===== src/rtl/bldc_pkg.sv =====
// Shared types and helpers for the six-step Hall commutator:
// hall codes, forward sequence neighbours, commutation table.
package bldc_pkg;

    typedef enum logic [1:0] {
        PH_A = 2'd0,
        PH_B = 2'd1,
        PH_C = 2'd2
    } phase_e;

    typedef enum logic [1:0] {
        DRV_Z   = 2'd0,
        DRV_LOW = 2'd1,
        DRV_RUN = 2'd2
    } drv_mode_e;

    typedef struct packed {
        phase_e pwm_sel;
        phase_e low_sel;
    } comm_t;

    localparam logic [2:0] HALL_NONE = 3'b000;
    localparam logic [2:0] HALL_1    = 3'b001;
    localparam logic [2:0] HALL_2    = 3'b011;
    localparam logic [2:0] HALL_3    = 3'b010;
    localparam logic [2:0] HALL_4    = 3'b110;
    localparam logic [2:0] HALL_5    = 3'b100;
    localparam logic [2:0] HALL_6    = 3'b101;
    localparam logic [2:0] HALL_ALL  = 3'b111;

    function automatic logic hall_legal(input logic [2:0] c);
        return (c != HALL_NONE) && (c != HALL_ALL);
    endfunction

    function automatic logic [2:0] fwd_next(input logic [2:0] c);
        logic [2:0] n;
        case (c)
            HALL_1:  n = HALL_2;
            HALL_2:  n = HALL_3;
            HALL_3:  n = HALL_4;
            HALL_4:  n = HALL_5;
            HALL_5:  n = HALL_6;
            HALL_6:  n = HALL_1;
            default: n = HALL_NONE;
        endcase
        return n;
    endfunction

    function automatic logic [2:0] fwd_prev(input logic [2:0] c);
        logic [2:0] n;
        case (c)
            HALL_1:  n = HALL_6;
            HALL_2:  n = HALL_1;
            HALL_3:  n = HALL_2;
            HALL_4:  n = HALL_3;
            HALL_5:  n = HALL_4;
            HALL_6:  n = HALL_5;
            default: n = HALL_NONE;
        endcase
        return n;
    endfunction

    // Reverse drive swaps the PWM and low phases; Z phase is unchanged.
    function automatic comm_t comm_table(input logic [2:0] c,
                                         input logic       dir);
        comm_t t;
        case (c)
            HALL_1:  t = '{pwm_sel: PH_A, low_sel: PH_B};
            HALL_2:  t = '{pwm_sel: PH_A, low_sel: PH_C};
            HALL_3:  t = '{pwm_sel: PH_B, low_sel: PH_C};
            HALL_4:  t = '{pwm_sel: PH_B, low_sel: PH_A};
            HALL_5:  t = '{pwm_sel: PH_C, low_sel: PH_A};
            HALL_6:  t = '{pwm_sel: PH_C, low_sel: PH_B};
            default: t = '{pwm_sel: PH_A, low_sel: PH_B};
        endcase
        if (dir) begin
            t = '{pwm_sel: t.low_sel, low_sel: t.pwm_sel};
        end
        return t;
    endfunction

endpackage


===== src/rtl/bldc_commutator_hall_filter.sv =====
// Hall input path: 2-FF synchroniser then a depth filter.
// Ports: clk, rst, hall in; code, code_valid, changed (1-cycle) out.
module hall_filter
    import bldc_pkg::*;
#(
    parameter int DEPTH = 4
) (
    input  logic       clk,
    input  logic       rst,
    input  logic [2:0] hall,
    output logic [2:0] code,
    output logic       code_valid,
    output logic       changed
);

    localparam int            CW   = $clog2(DEPTH + 1);
    localparam logic [CW-1:0] FULL = CW'(DEPTH);
    localparam logic [CW-1:0] ONE  = CW'(1);

    logic [2:0]    s1, s2, cand, cand_nxt;
    logic [1:0]    fill;
    logic [CW-1:0] cnt, cnt_nxt;
    logic          primed, accept;

    // fill marks when s2 holds a real sample rather than reset contents.
    always_comb begin
        cand_nxt = cand;
        cnt_nxt  = cnt;
        accept   = 1'b0;
        if (fill[1]) begin
            if (cnt == '0 || s2 != cand) begin
                cand_nxt = s2;
                cnt_nxt  = ONE;
            end else if (cnt != FULL) begin
                cnt_nxt = cnt + ONE;
            end
            accept = (cnt_nxt == FULL) &&
                     (!primed || cand_nxt != code);
        end
    end

    always_ff @(posedge clk) begin
        if (rst) begin
            s1         <= '0;
            s2         <= '0;
            fill       <= '0;
            cand       <= '0;
            cnt        <= '0;
            code       <= '0;
            primed     <= 1'b0;
            code_valid <= 1'b0;
            changed    <= 1'b0;
        end else begin
            s1      <= hall;
            s2      <= s1;
            fill    <= {fill[0], 1'b1};
            cand    <= cand_nxt;
            cnt     <= cnt_nxt;
            changed <= accept;
            if (accept) begin
                code   <= cand_nxt;
                primed <= 1'b1;
                if (hall_legal(cand_nxt)) begin
                    code_valid <= 1'b1;
                end
            end
        end
    end

endmodule


===== src/rtl/bldc_commutator.sv =====
// Six-step Hall commutator feeding three phase drivers.
// Ports: clk, rst, en, direction, brake, duty_cycle_in, hall in;
//   duty_a/b/c, high_z_a/b/c, hall_count, hall_fault, stall out.
module bldc_commutator
    import bldc_pkg::*;
#(
    parameter int DUTY_CYCLE_WIDTH  = 10,
    parameter int MAX_DUTY_CYCLE    = 1023,
    parameter int HALL_FILTER_DEPTH = 4,
    parameter int STALL_TIMEOUT     = 500000,
    parameter int STALL_CNT_WIDTH   = 20,
    parameter int HALL_COUNT_WIDTH  = 16
) (
    input  logic                        clk,
    input  logic                        rst,
    input  logic                        en,
    input  logic                        direction,
    input  logic                        brake,
    input  logic [DUTY_CYCLE_WIDTH-1:0] duty_cycle_in,
    input  logic [2:0]                  hall,
    output logic [DUTY_CYCLE_WIDTH-1:0] duty_a,
    output logic [DUTY_CYCLE_WIDTH-1:0] duty_b,
    output logic [DUTY_CYCLE_WIDTH-1:0] duty_c,
    output logic                        high_z_a,
    output logic                        high_z_b,
    output logic                        high_z_c,
    output logic [HALL_COUNT_WIDTH-1:0] hall_count,
    output logic                        hall_fault,
    output logic                        stall
);

    localparam int DCW = DUTY_CYCLE_WIDTH;
    localparam int DW1 = DCW + 1;
    localparam int SCW = STALL_CNT_WIDTH;
    localparam int HCW = HALL_COUNT_WIDTH;

    localparam logic [DW1-1:0] MAX_D     = DW1'(MAX_DUTY_CYCLE);
    localparam logic [SCW-1:0] STALL_LIM = SCW'(STALL_TIMEOUT);

    logic [2:0]              f_code;
    logic                    f_valid, f_chg;
    logic [2:0]              last_code;
    logic [SCW-1:0]          stall_cnt;
    logic                    legal, no_ref;
    logic                    step_fwd, step_rev, jump, bad;
    logic                    fault_nxt, stall_nxt, cnt_clr;
    logic [DCW-1:0]          duty_cl;
    comm_t                   tbl;
    drv_mode_e               mode;
    logic [2:0][DCW-1:0]     duty_n;
    logic [2:0]              hz_n;

    hall_filter #(
        .DEPTH      (HALL_FILTER_DEPTH)
    ) u_filter (
        .clk        (clk),
        .rst        (rst),
        .hall       (hall),
        .code       (f_code),
        .code_valid (f_valid),
        .changed    (f_chg)
    );

    // last_code holds the last accepted legal code; 000 means none yet.
    assign legal    = hall_legal(f_code);
    assign no_ref   = (last_code == HALL_NONE);
    assign step_fwd = f_chg && legal && !no_ref &&
                      (f_code == fwd_next(last_code));
    assign step_rev = f_chg && legal && !no_ref &&
                      (f_code == fwd_prev(last_code));
    assign jump     = f_chg && legal && !no_ref &&
                      (f_code != last_code) &&
                      !step_fwd && !step_rev;
    assign bad      = f_chg && !legal;

    // en low clears the sticky flags and beats any same-cycle set.
    assign fault_nxt = en && (hall_fault || bad || jump);
    assign stall_nxt = en && (stall || (stall_cnt == STALL_LIM));
    assign cnt_clr   = f_chg || !en || brake ||
                       (duty_cycle_in == '0);

    assign duty_cl = ({1'b0, duty_cycle_in} > MAX_D) ?
                     MAX_D[DCW-1:0] : duty_cycle_in;
    assign tbl     = comm_table(f_code, direction);

    always_comb begin
        mode = DRV_RUN;
        if (!en || !f_valid || !legal) begin
            mode = DRV_Z;
        end else if (fault_nxt || stall_nxt) begin
            mode = DRV_Z;
        end else if (brake) begin
            mode = DRV_LOW;
        end
    end

    always_comb begin
        duty_n = '0;
        hz_n   = '1;
        for (int p = 0; p < 3; p++) begin
            unique case (mode)
                DRV_LOW: hz_n[p] = 1'b0;
                DRV_RUN: begin
                    if (tbl.pwm_sel == phase_e'(p)) begin
                        duty_n[p] = duty_cl;
                        hz_n[p]   = 1'b0;
                    end else if (tbl.low_sel == phase_e'(p)) begin
                        hz_n[p] = 1'b0;
                    end
                end
                default: ;
            endcase
        end
    end

    always_ff @(posedge clk) begin
        if (rst) begin
            duty_a     <= '0;
            duty_b     <= '0;
            duty_c     <= '0;
            high_z_a   <= 1'b1;
            high_z_b   <= 1'b1;
            high_z_c   <= 1'b1;
            hall_count <= '0;
            hall_fault <= 1'b0;
            stall      <= 1'b0;
            last_code  <= HALL_NONE;
            stall_cnt  <= '0;
        end else begin
            duty_a     <= duty_n[0];
            duty_b     <= duty_n[1];
            duty_c     <= duty_n[2];
            high_z_a   <= hz_n[0];
            high_z_b   <= hz_n[1];
            high_z_c   <= hz_n[2];
            hall_fault <= fault_nxt;
            stall      <= stall_nxt;
            if (f_chg && legal) begin
                last_code <= f_code;
            end
            if (step_fwd) begin
                hall_count <= hall_count + HCW'(1);
            end else if (step_rev) begin
                hall_count <= hall_count - HCW'(1);
            end
            if (cnt_clr) begin
                stall_cnt <= '0;
            end else if (stall_cnt != '1) begin
                stall_cnt <= stall_cnt + SCW'(1);
            end
        end
    end

endmodule


===== config.mk =====
export PLATFORM = sky130hd
export DESIGN_NAME = bldc_commutator
export DESIGN_NICKNAME = d
export VERILOG_FILES = /design/src/rtl/bldc_pkg.sv /design/src/rtl/bldc_commutator_hall_filter.sv /design/src/rtl/bldc_commutator.sv
export SDC_FILE = /design/constraint.sdc
export NUM_CORES = 1
export LEC_CHECK = 0
export ABC_AREA = 1
export BUFFER_PORTS_ARGS = -buffer_cell sky130_fd_sc_hd__buf_2
export CAP_MARGIN = 15
export CORE_MARGIN = 2
export CORE_UTILIZATION = 50
export CTS_CLUSTER_SIZE = 40
export DETAILED_ROUTE_END_ITERATION = 10
export PLACE_DENSITY = 0.71
export SLEW_MARGIN = 20
export SYNTH_ARGS = -nofsm -noshare
export SYNTH_HDL_FRONTEND = slang
export SYNTH_SLANG_ARGS = --single-unit

===== constraint.sdc =====
create_clock -name clk -period 4.6 [get_ports clk]
set_clock_uncertainty 0.05 [all_clocks]
set_input_delay 0.69 -clock clk [delete_from_list [all_inputs] [get_ports clk]]
set_output_delay 0.69 -clock clk [all_outputs]
set_load 0.005 [all_outputs]

==> impl_metrics.py, run 1 <==
metrics = {
    "status": {
        "status": "finished clean",
    },
    "timing": {
        "max_clock_freq_mhz": 309,
        "worst_slack_ns": 1.36,
        "fin_crit_ns": 3.24,
        "finalSetupTns_ns": 0,
        "max_slew_margin_pct": 41.5,
        "setup_violating_endpoint_count_in_the_final_report": 0,
        "grt_setup_unrepaired": "no",
        "timing.final.hold_violations": 0,
        "final-max-slew-violation-count": 0,
        "transition_time_at_the_pin_with_the_least_slew_margin_ns": 0.876,
        "min_period_over_period_pct": 70.4,
    },
    "global_route": {
        "antenna_violations_before_repair": 0,
        "globalRouteOverflowTotal": 0,
        "grt.total_usage_pct": 19.6,
        "grt_max_degree": 32,
        "grt_pass1_vias": 3625,
        "grt_first_pass_wirelength_mm": 16.1,
    },
    "route": {
        "remaining_drc_errors": 0,
        "via_count": 3978,
        "average_wire_per_cell_in_the_routed_design_um": 12.0,
        "drt_first_iter_violations": 166,
        "routed_wirelength_mm": 9.48,
        "drt_pass1_iterations": 5,
        "postRouteAntennaNets": 0,
        "via_per_inst": 5.04,
    },
    "placed_design": {
        "pre_cts_ws_ns": 1.38,
        "dp_hpwl_mm": 7.07,
        "routability_congestion_estimate": 0.922,
        "port_buffers": 68,
    },
    "floorplanning": {
        "core-area_um2": 8810,
        "placementRows": 34,
        "ioPinCount": 69,
        "design.die.area_um2": 9930,
        "start_util_pct": 52.0,
        "dieHeight_um": 99.7,
        "fp.dieW_um": 99.7,
    },
    "clock_network": {
        "clockBufferDepth": 2,
        "path_clk_slew_ns": 0.11,
        "clk_latency_ns": 0.37,
        "cts.repair_timing.setup_buffer_count": 0,
        "cts_num_sinks": 94,
        "post_cts_resize_count": 0,
        "cts.htree.levels": 3,
        "cts_root_buf": "sky130_fd_sc_hd__clkbuf_8",
        "number_of_buffers_created_by_cts": 9,
        "cts_hold_buffers": 0,
        "cts_tree": "built",
    },
    "power": {
        "vdd_drop_max_mv": 0.165,
        "power_leakage_uw": 0.00254,
        "powerDensity_nw_per_um2": 276,
    },
    "logic_synthesis": {
        "part_of_the_yosys_area_used_for_sequential_elements_pct": 41.1,
        "net_count_after_synthesis": 645,
        "synth_area_per_cell_um2": 7.53,
        "post_synth_inst_count": 608,
        "ys_ff_latch": 94,
        "postSynth.asyncResetShare_pct": 0,
        "postSynth.topFlopCell": "sky130_fd_sc_hd__dfxtp_1",
        "synth_warnings": 0,
        "post_synth_instance_area_um2": 4580,
        "synth_cell_types": 44,
        "synth_edf_count": 0,
    },
    "final_layout": {
        "flow.area_growth_from_synthesis_pct": 13.6,
        "final_core_occ_pct": 59.1,
        "num-nets-final": 713,
        "fill_cells": 837,
        "drive_gt1_share_pct": 16.3,
        "antennaDiodeCount": 0,
    },
    "setup_path": {
        "critPathCaptureType": "flip-flop",
        "critical_path.endpoint": "hall_count[15]",
        "regToRegStartpoint": "u_filter.code[0]",
        "critical_path_fanouts_max": 18,
        "ff2ff_path_depth": 17,
        "regToRegEndpoint": "hall_count[15]",
        "cp-startpoint": "u_filter.code[0]",
        "ff2ff_setup_slack_ns": 1.36,
        "cp-start-kind": "flip-flop",
        "crit_type": "reg2reg",
        "cp_data_arrival_time_ns": 3.46,
        "data_required_critical_path_ns": 4.82,
    },
    "worst_hold_path": {
        "worst_hold_path_type": "reg2reg",
    },
    "flow_run": {
        "maxCapViolCount": 0,
    },
}
-- sequential cells by signal, summed over array words and instances, names as in the netlist, 10 cells and up --
register    cells
hall_count     16
duty_b         10
stall_cnt      20
duty_c         10
duty_a         10
-- how the worst min path moves through the flow --
stage / startpoint / end / slack [ns] / cells after the start
after detailed placement: u_filter.s1[2] / u_filter.s2[2] / 0.35 / 2
after CTS: u_filter.s1[2] / u_filter.s2[2] / 0.36 / 2
after global routing: u_filter.fill[0] / u_filter.fill[1] / 0.38 / 2
final: u_filter.s1[2] / u_filter.s2[2] / 0.36 / 2
after floorplan: u_filter.fill[0] / u_filter.fill[1] / 0.34 / 2
after global placement: u_filter.s1[2] / u_filter.s2[2] / 0.34 / 2
-- area by class of cell --
type                       instances  area [um2]  share of cell area [%]
multi-input combinational        416        2300                    44.2
sequential                        94        1880                    36.2
timing repair buffer              68         340                    6.54
inverter                          87         334                    6.42
tap                              108         135                    2.60
clock buffer                       9         124                    2.38
clock inverter                     7        86.3                    1.66
-- per-stage QoR --
stage	hold WS (ns)	std cells	instance area [um2]	total power, uW
final	0.362	789	5200	1430
after global routing	0.379	789	5200	1490
after CTS	0.365	789	5200	1450
after detailed placement	0.350	773	4990	894
after global placement	0.340	773	4990	893
after floorplan	0.338	608	4580	877
-- cells in the final DEF, fill, tap and decap left out, types with 2 or more instances in the layout --
master and instances:
sky130_fd_sc_hd__a21o_1 2, sky130_fd_sc_hd__a21oi_1 47, sky130_fd_sc_hd__a31oi_1 6, sky130_fd_sc_hd__buf_2 68, sky130_fd_sc_hd__clkbuf_8 9, sky130_fd_sc_hd__clkinv_8 3
sky130_fd_sc_hd__dfxtp_1 94, sky130_fd_sc_hd__ha_1 18, sky130_fd_sc_hd__inv_1 79, sky130_fd_sc_hd__inv_2 5, sky130_fd_sc_hd__inv_6 3, sky130_fd_sc_hd__nand2_1 97
sky130_fd_sc_hd__nand3_1 31, sky130_fd_sc_hd__nand3_2 4, sky130_fd_sc_hd__nand3_4 4, sky130_fd_sc_hd__nand3b_1 2, sky130_fd_sc_hd__nand4_1 12, sky130_fd_sc_hd__nor2_1 85
sky130_fd_sc_hd__nor2_4 2, sky130_fd_sc_hd__nor3_1 6, sky130_fd_sc_hd__nor3_2 2, sky130_fd_sc_hd__nor4_1 5, sky130_fd_sc_hd__o211ai_1 3, sky130_fd_sc_hd__o21a_1 2
sky130_fd_sc_hd__o21ai_0 42, sky130_fd_sc_hd__o21bai_1 2, sky130_fd_sc_hd__o31ai_1 2, sky130_fd_sc_hd__or2_2 4, sky130_fd_sc_hd__xnor2_1 10, sky130_fd_sc_hd__xor2_1 16
-- cells in the mapped netlist (all sizes together) (3+ instances only) --
cell type / number / area share, %
o211ai: 3 / 0.49
ha: 18 / 4.9
xnor2: 10 / 1.9
nor4: 5 / 0.68
or2: 5 / 0.68
nand4: 13 / 1.9
nand2: 98 / 8.1
nor3: 8 / 1.1
nand3: 39 / 5.8
xor2: 16 / 3.1
a21oi: 47 / 5.1
inv: 86 / 7.2
nor2: 88 / 7.6
clkbuf: 5 / 0.41
a31oi: 6 / 0.82
nand3b: 3 / 0.77
o21ai: 43 / 4.7
dfxtp: 94 / 41
buf: 6 / 0.93
-- logic make-up after synthesis --
logic type               Yosys count  synth area share (%)
AND/OR/NAND/NOR                  261                  26.9
AO/OA/AOI/OAI                    110                  13.0
buffers and inverters             98                  8.64
flip-flops                        94                  41.1
XOR/XNOR                          26                  4.98
adder cells (fa/ha/maj)           19                  5.36
-- critical path, cell delays in order (launching register included) --
cell and delay [ns]:
sky130_fd_sc_hd__dfxtp_1 0.55, sky130_fd_sc_hd__inv_1 0.23, sky130_fd_sc_hd__nand3_4 0.11, sky130_fd_sc_hd__nand3_4 0.11, sky130_fd_sc_hd__nor2_4 0.12, sky130_fd_sc_hd__nand3_2 0.35, sky130_fd_sc_hd__ha_1 0.51, sky130_fd_sc_hd__nand2_1 0.06
sky130_fd_sc_hd__o21ai_0 0.31, sky130_fd_sc_hd__nand2_1 0.09, sky130_fd_sc_hd__nand2_1 0.15, sky130_fd_sc_hd__nand2_1 0.09, sky130_fd_sc_hd__nand2_1 0.08, sky130_fd_sc_hd__nand2_1 0.04, sky130_fd_sc_hd__nand3_1 0.11, sky130_fd_sc_hd__nand2_1 0.07
sky130_fd_sc_hd__nand2_1 0.06, sky130_fd_sc_hd__nor2_1 0.05
-- layer usage --
metal / part of all wire [%] / wire length [um] / global-route usage (%)
met2: 48 / 4540 / 33.4
met1: 47 / 4480 / 25.2
met5: 0 / 0 / 0
met3: 3.5 / 334 / 3.02
met4: 1.3 / 121 / 7.06
-- report_power, final --
part	internal, uW	switching [uW]	leakage [uW]
sequential	820	4.78	0.000760
clock	219	339	0.000105
combinational	17.8	32.6	0.00167
Power figures use the tool's default switching activity.
==> run 2, diff against run 1 <==
- clock period: 4.6 -> 3.3 ns (I/O delays scaled with it)
==> run 2 against run 1 <==
First-iteration DRC count fell by 1.2%; setup slack got worse by 1.0 ns; utilization grew 0.45 points; non-clock buffer count increased by 5; fmax is 9.8% higher; critical endpoint unchanged; largest cell class unchanged; largest power group unchanged.
==> impl_metrics.py, run 2 (synthesized netlist as in run 1, its figures left out) <==
metrics = {
    "placed_design": {
        "routability_congestion_estimate": 0.985,
        "dp_hpwl_mm": 7.31,
        "port_buffers": 68,
        "postPlaceCellArea_um2": 5030,
    },
    "floorplanning": {
        "placementRows": 34,
        "start_util_pct": 52.0,
        "ioPinCount": 69,
        "dieHeight_um": 99.7,
        "design.die.area_um2": 9930,
        "core-area_um2": 8810,
        "fp.dieW_um": 99.7,
    },
    "timing": {
        "timing.final.hold_violations": 0,
        "final-max-slew-violation-count": 0,
        "setup_violating_endpoint_count_in_the_final_report": 0,
        "grt_setup_unrepaired": "no",
        "min_period_over_period_pct": 89.3,
        "max_slew_margin_pct": 71.2,
        "finalSetupTns_ns": 0,
        "fin_crit_ns": 2.95,
        "max_clock_freq_mhz": 339,
        "hold_ws_ns": 0.276,
        "transition_time_at_the_pin_with_the_least_slew_margin_ns": 0.427,
    },
    "clock_network": {
        "cts_num_sinks": 94,
        "clk_latency_ns": 0.37,
        "cts_root_buf": "sky130_fd_sc_hd__clkbuf_8",
        "cts_tree": "built",
        "cts.htree.levels": 3,
        "clockBufferDepth": 2,
        "path_clk_slew_ns": 0.10,
        "cts_hold_buffers": 0,
        "number_of_buffers_created_by_cts": 9,
    },
    "worst_hold_path": {
        "hold_path.startpoint": "hall[2]",
        "worst_hold_path_type": "in2reg",
        "min_delay_path_depth": 3,
    },
    "final_layout": {
        "layout_common_cells": "97 x sky130_fd_sc_hd__nand2_1, 92 x sky130_fd_sc_hd__dfxtp_1, 85 x sky130_fd_sc_hd__nor2_1",
        "largest_register_ff_count": 20,
        "num-nets-final": 718,
        "largest-register": "stall_cnt",
        "antennaDiodeCount": 0,
        "commonest_non_fill_non_tap_cell_in_the_layout": "sky130_fd_sc_hd__nand2_1",
        "finish.instance_area_um2": 5240,
        "flow.area_growth_from_synthesis_pct": 14.5,
        "reg_top3": "stall_cnt: 20 flops, hall_count: 16 flops",
        "drive_gt1_share_pct": 17.2,
    },
    "route": {
        "average_wire_per_cell_in_the_routed_design_um": 12.3,
        "remaining_drc_errors": 0,
        "via_per_inst": 5.19,
        "drt_first_iter_violations": 164,
        "drt_pass1_iterations": 5,
        "routed_wirelength_mm": 9.79,
        "postRouteAntennaNets": 0,
        "via_count": 4119,
    },
    "global_route": {
        "grt_first_pass_wirelength_mm": 16.5,
        "globalRouteOverflowTotal": 0,
        "grt_max_degree": 23,
        "grt.total_usage_pct": 19.9,
        "antenna_violations_before_repair": 0,
        "grt_pass1_vias": 3842,
    },
    "setup_path": {
        "crit_cells": 18,
        "critical_path.top_delay_family": "simple AND/OR/NAND/NOR gates",
        "ff2ff_path_depth": 18,
        "crit_type": "reg2reg",
        "critical-path-max-stage-delay_ns": 0.36,
        "data_required_critical_path_ns": 3.51,
        "critical_path_cell_with_the_highest_stage_delay": "sky130_fd_sc_hd__dfxtp_1",
        "cp-startpoint": "last_code[1]",
        "cp_data_arrival_time_ns": 3.16,
        "cpMostUsedCell": "sky130_fd_sc_hd__nand2_1",
        "cp-start-kind": "flip-flop",
        "critical_path_fanouts_max": 13,
        "critical_path.cell_chain": "inv_2, nand2_1, nand2_1, xor2_1, nand3_2, buf_4, ha_1, nand2_1, o21ai_0, nand2_1, nand2_1, nand2_1, nand2_1, nand2_1, nand3_1, nand2_1, nand2_1, nor2_1",
        "critPathCaptureType": "flip-flop",
        "regToRegStartpoint": "last_code[1]",
        "critPathBufInv": 2,
    },
    "power": {
        "vdd_drop_max_mv": 0.180,
        "powerDensity_nw_per_um2": 382,
        "power_leakage_uw": 0.00256,
    },
    "status": {
        "status": "finished clean",
    },
    "flow_run": {
        "maxCapViolCount": 0,
    },
}
## run 2: cell count changes in the layout (fill, tap and decap cells not counted)
cell                      change
sky130_fd_sc_hd__dfxtp_2      +2
sky130_fd_sc_hd__buf_4        +5
sky130_fd_sc_hd__dfxtp_1      -2
## run 2: stage by stage
step	utilization, %	setup slack (ns)	total power, uW	cells
final	59.5	0.352	2000	794
after global routing	59.5	0.00267	2070	794
after CTS	59.5	0.225	2020	794
after detailed placement	57.1	0.249	1250	778
after global placement	57.1	0.308	1250	778
after floorplan	-	0.715	1220	608
## run 2: what timing repair did
item / CTS / global route
gates resized for setup: 0 / 2
setup buffers: 0 / 0
setup endpoints to repair: 0 / 3
## run 2: final cells by class
class,count,area [um2]
inverter,87,334
tap,108,135
multi-input combinational,416,2300
fill,835,3570
sequential,94,1880
clock inverter,7,86.3
clock buffer,9,124
timing repair buffer,73,378
## run 2: power by group
group          switching [uW]  internal, uW
clock network             472           305
registers                6.85          1140
logic                    47.2          26.3
## run 2: path summary, 6_finish.rpt
check,endpoint,slack [ns]
min,u_filter.s1[2],0.28
min reg2reg,u_filter.s2[0],0.36
max,hall_count[15],0.35
max reg2reg,hall_count[15],0.35
## run 2: per-layer routing
metal	track usage [%]	share of wire, %
met5	0	0
met4	7.80	1.6
met3	3.23	4.4
met2	34.6	48
met1	24.8	46
## run 2: worst reg2reg max path, stage by stage, from the launching register on
cell                      delay, ns
sky130_fd_sc_hd__dfxtp_1       0.36
sky130_fd_sc_hd__inv_2         0.12
sky130_fd_sc_hd__nand2_1       0.10
sky130_fd_sc_hd__nand2_1       0.11
sky130_fd_sc_hd__xor2_1        0.21
sky130_fd_sc_hd__nand3_2       0.29
sky130_fd_sc_hd__buf_4         0.27
sky130_fd_sc_hd__ha_1          0.27
sky130_fd_sc_hd__nand2_1       0.04
sky130_fd_sc_hd__o21ai_0       0.32
sky130_fd_sc_hd__nand2_1       0.09
sky130_fd_sc_hd__nand2_1       0.16
sky130_fd_sc_hd__nand2_1       0.09
sky130_fd_sc_hd__nand2_1       0.08
sky130_fd_sc_hd__nand2_1       0.05
sky130_fd_sc_hd__nand3_1       0.10
sky130_fd_sc_hd__nand2_1       0.06
sky130_fd_sc_hd__nand2_1       0.05
sky130_fd_sc_hd__nor2_1        0.04
==> run 3, diff against run 2 <==
- REMOVE_ABC_BUFFERS: default -> 1
==> run 3 against run 2 <==
Setup slack improved by 0.0073 ns; via count shrank 0.68%; die area did not move; largest cell class unchanged; cell area fell by 0.14%; utilization down 0.085 points; critical path depth shrank 4; cell count unchanged; largest power group unchanged; count of clock-buffer cells in the layout did not move; register-to-register slack barely moved; combinational power decreased by 1%; non-clock buffer count unchanged; clock power decreased by 4.0%; critical path type unchanged; highest routed layer unchanged.
==> impl_metrics.py, run 3 (synthesized netlist as in run 1, its figures left out) <==
metrics = {
    "timing": {
        "min_period_over_period_pct": 89.1,
        "finalSetupTns_ns": 0,
        "setup_violating_endpoint_count_in_the_final_report": 0,
        "fin_crit_ns": 2.94,
        "max_slew_margin_pct": 65.9,
        "timing.final.hold_violations": 0,
        "grt_setup_unrepaired": "no",
        "max_clock_freq_mhz": 340,
        "final-max-slew-violation-count": 0,
        "transition_time_at_the_pin_with_the_least_slew_margin_ns": 0.510,
        "hold_ws_ns": 0.287,
    },
    "global_route": {
        "grt_first_pass_wirelength_mm": 16.3,
        "antenna_violations_before_repair": 0,
        "globalRouteOverflowTotal": 0,
        "grt.total_usage_pct": 19.6,
        "grt_max_degree": 23,
        "grt_pass1_vias": 3717,
    },
    "setup_path": {
        "cp_data_arrival_time_ns": 3.14,
        "critical-path-max-stage-delay_ns": 0.65,
        "crit_type": "reg2reg",
        "cp-start-kind": "flip-flop",
        "cpMostUsedCell": "sky130_fd_sc_hd__nand2_1",
        "critical_path_fanouts_max": 18,
        "critical_path_cell_with_the_highest_stage_delay": "sky130_fd_sc_hd__dfxtp_1",
        "critPathBufInv": 1,
        "critical_path.cell_chain": "inv_6, nand3_4, nand3_4, nor2_4, nand3_4, ha_1, nand2_1, o21ai_0, nand2_1, nand3_1, nand2_1, nand2_1, xor2_1, a21oi_1",
        "critPathCaptureType": "flip-flop",
        "critical_path.top_delay_family": "simple AND/OR/NAND/NOR gates",
        "data_required_critical_path_ns": 3.50,
    },
    "final_layout": {
        "final_core_occ_pct": 59.4,
        "finish.instance_area_um2": 5230,
        "layout_common_cells": "97 x sky130_fd_sc_hd__nand2_1, 93 x sky130_fd_sc_hd__dfxtp_1, 85 x sky130_fd_sc_hd__nor2_1",
        "largest-register": "stall_cnt",
        "reg_top3": "stall_cnt: 20 flops, hall_count: 16 flops",
        "commonest_non_fill_non_tap_cell_in_the_layout": "sky130_fd_sc_hd__nand2_1",
        "area_used_by_multi_input_combinational_logic_um2": 2310,
        "sequential_cell_area_um2": 1880,
        "drive_gt1_share_pct": 17.1,
        "num-nets-final": 718,
        "flow.area_growth_from_synthesis_pct": 14.4,
        "fill_cells": 828,
        "largest_register_ff_count": 20,
        "antennaDiodeCount": 0,
    },
    "placed_design": {
        "dp_hpwl_mm": 7.24,
        "port_buffers": 68,
        "routability_congestion_estimate": 0.934,
        "postPlaceCellArea_um2": 5030,
    },
    "route": {
        "remaining_drc_errors": 0,
        "drt_pass1_iterations": 4,
        "via_per_inst": 5.15,
        "postRouteAntennaNets": 0,
        "average_wire_per_cell_in_the_routed_design_um": 12.0,
        "via_count": 4091,
        "routed_wirelength_mm": 9.54,
        "drt_first_iter_violations": 177,
    },
    "clock_network": {
        "cts_num_sinks": 94,
        "cts_tree": "built",
        "cts.htree.levels": 3,
        "number_of_buffers_created_by_cts": 9,
        "path_clk_slew_ns": 0.10,
        "cts_root_buf": "sky130_fd_sc_hd__clkbuf_8",
        "clk_latency_ns": 0.35,
        "clockBufferDepth": 2,
    },
    "worst_hold_path": {
        "worst_hold_path_type": "in2reg",
    },
    "floorplanning": {
        "design.die.area_um2": 9930,
        "ioPinCount": 69,
        "fp.dieW_um": 99.7,
        "placementRows": 34,
        "start_util_pct": 52.0,
        "dieHeight_um": 99.7,
        "core-area_um2": 8810,
    },
    "power": {
        "vdd_drop_max_mv": 0.246,
        "powerDensity_nw_per_um2": 376,
        "power_leakage_uw": 0.00256,
    },
    "status": {
        "status": "finished clean",
    },
    "flow_run": {
        "maxCapViolCount": 0,
    },
}
run 3: layer usage:
metal / track usage (%) / wire (um)
met1: 25.9 / 4550
met2: 33.1 / 4490
met3: 3.30 / 402
met4: 5.58 / 97
met5: 0 / 0
run 3: power by group:
part           internal (uW)  switching (uW)  total, uW  leakage, uW
Clock                    298             448        746    0.0000970
Combinational           26.3            46.5       72.8      0.00170
Sequential              1140            6.52       1150     0.000760
run 3: tightest hold or removal path, stage by stage:
cell	delay (ns)
sky130_fd_sc_hd__buf_2	0.09
sky130_fd_sc_hd__inv_1	0.04
sky130_fd_sc_hd__nor2_1	0.03
run 3: what timing repair did:
action / in CTS / in global routing
hold buffers: 0 / 0
setup endpoints to repair: 0 / 6
setup buffers: 0 / 0
gates resized for setup: 0 / 2
run 3: final timing paths:
kind                     to  depth (start not counted)  slack (ns)        startpoint
min          u_filter.s1[2]                          3        0.29           hall[2]
max          hall_count[12]                         14        0.36  u_filter.code[2]
max reg2reg  hall_count[12]                         14        0.36  u_filter.code[2]
min reg2reg  u_filter.s2[1]                          2        0.36    u_filter.s1[1]
run 3: cell type report:
type | instances | area share [%]
Clock buffer | 9 | 2.37
Clock inverter | 7 | 1.39
Inverter | 87 | 6.38
Multi-Input combinational cell | 416 | 44.1
Sequential cell | 94 | 36.0
Tap cell | 108 | 2.58
Timing Repair Buffer | 73 | 7.22
run 3: per-stage QoR:
| stage | setup slack (ns) | power, uW | cells |
|---|---|---|---|
| floorplan | 0.534 | 1220 | 597 |
| global placement | 0.336 | 1250 | 778 |
| detailed placement | 0.251 | 1250 | 778 |
| CTS | 0.214 | 1990 | 794 |
| global route | 0.139 | 2050 | 794 |
| finish | 0.359 | 1970 | 794 |
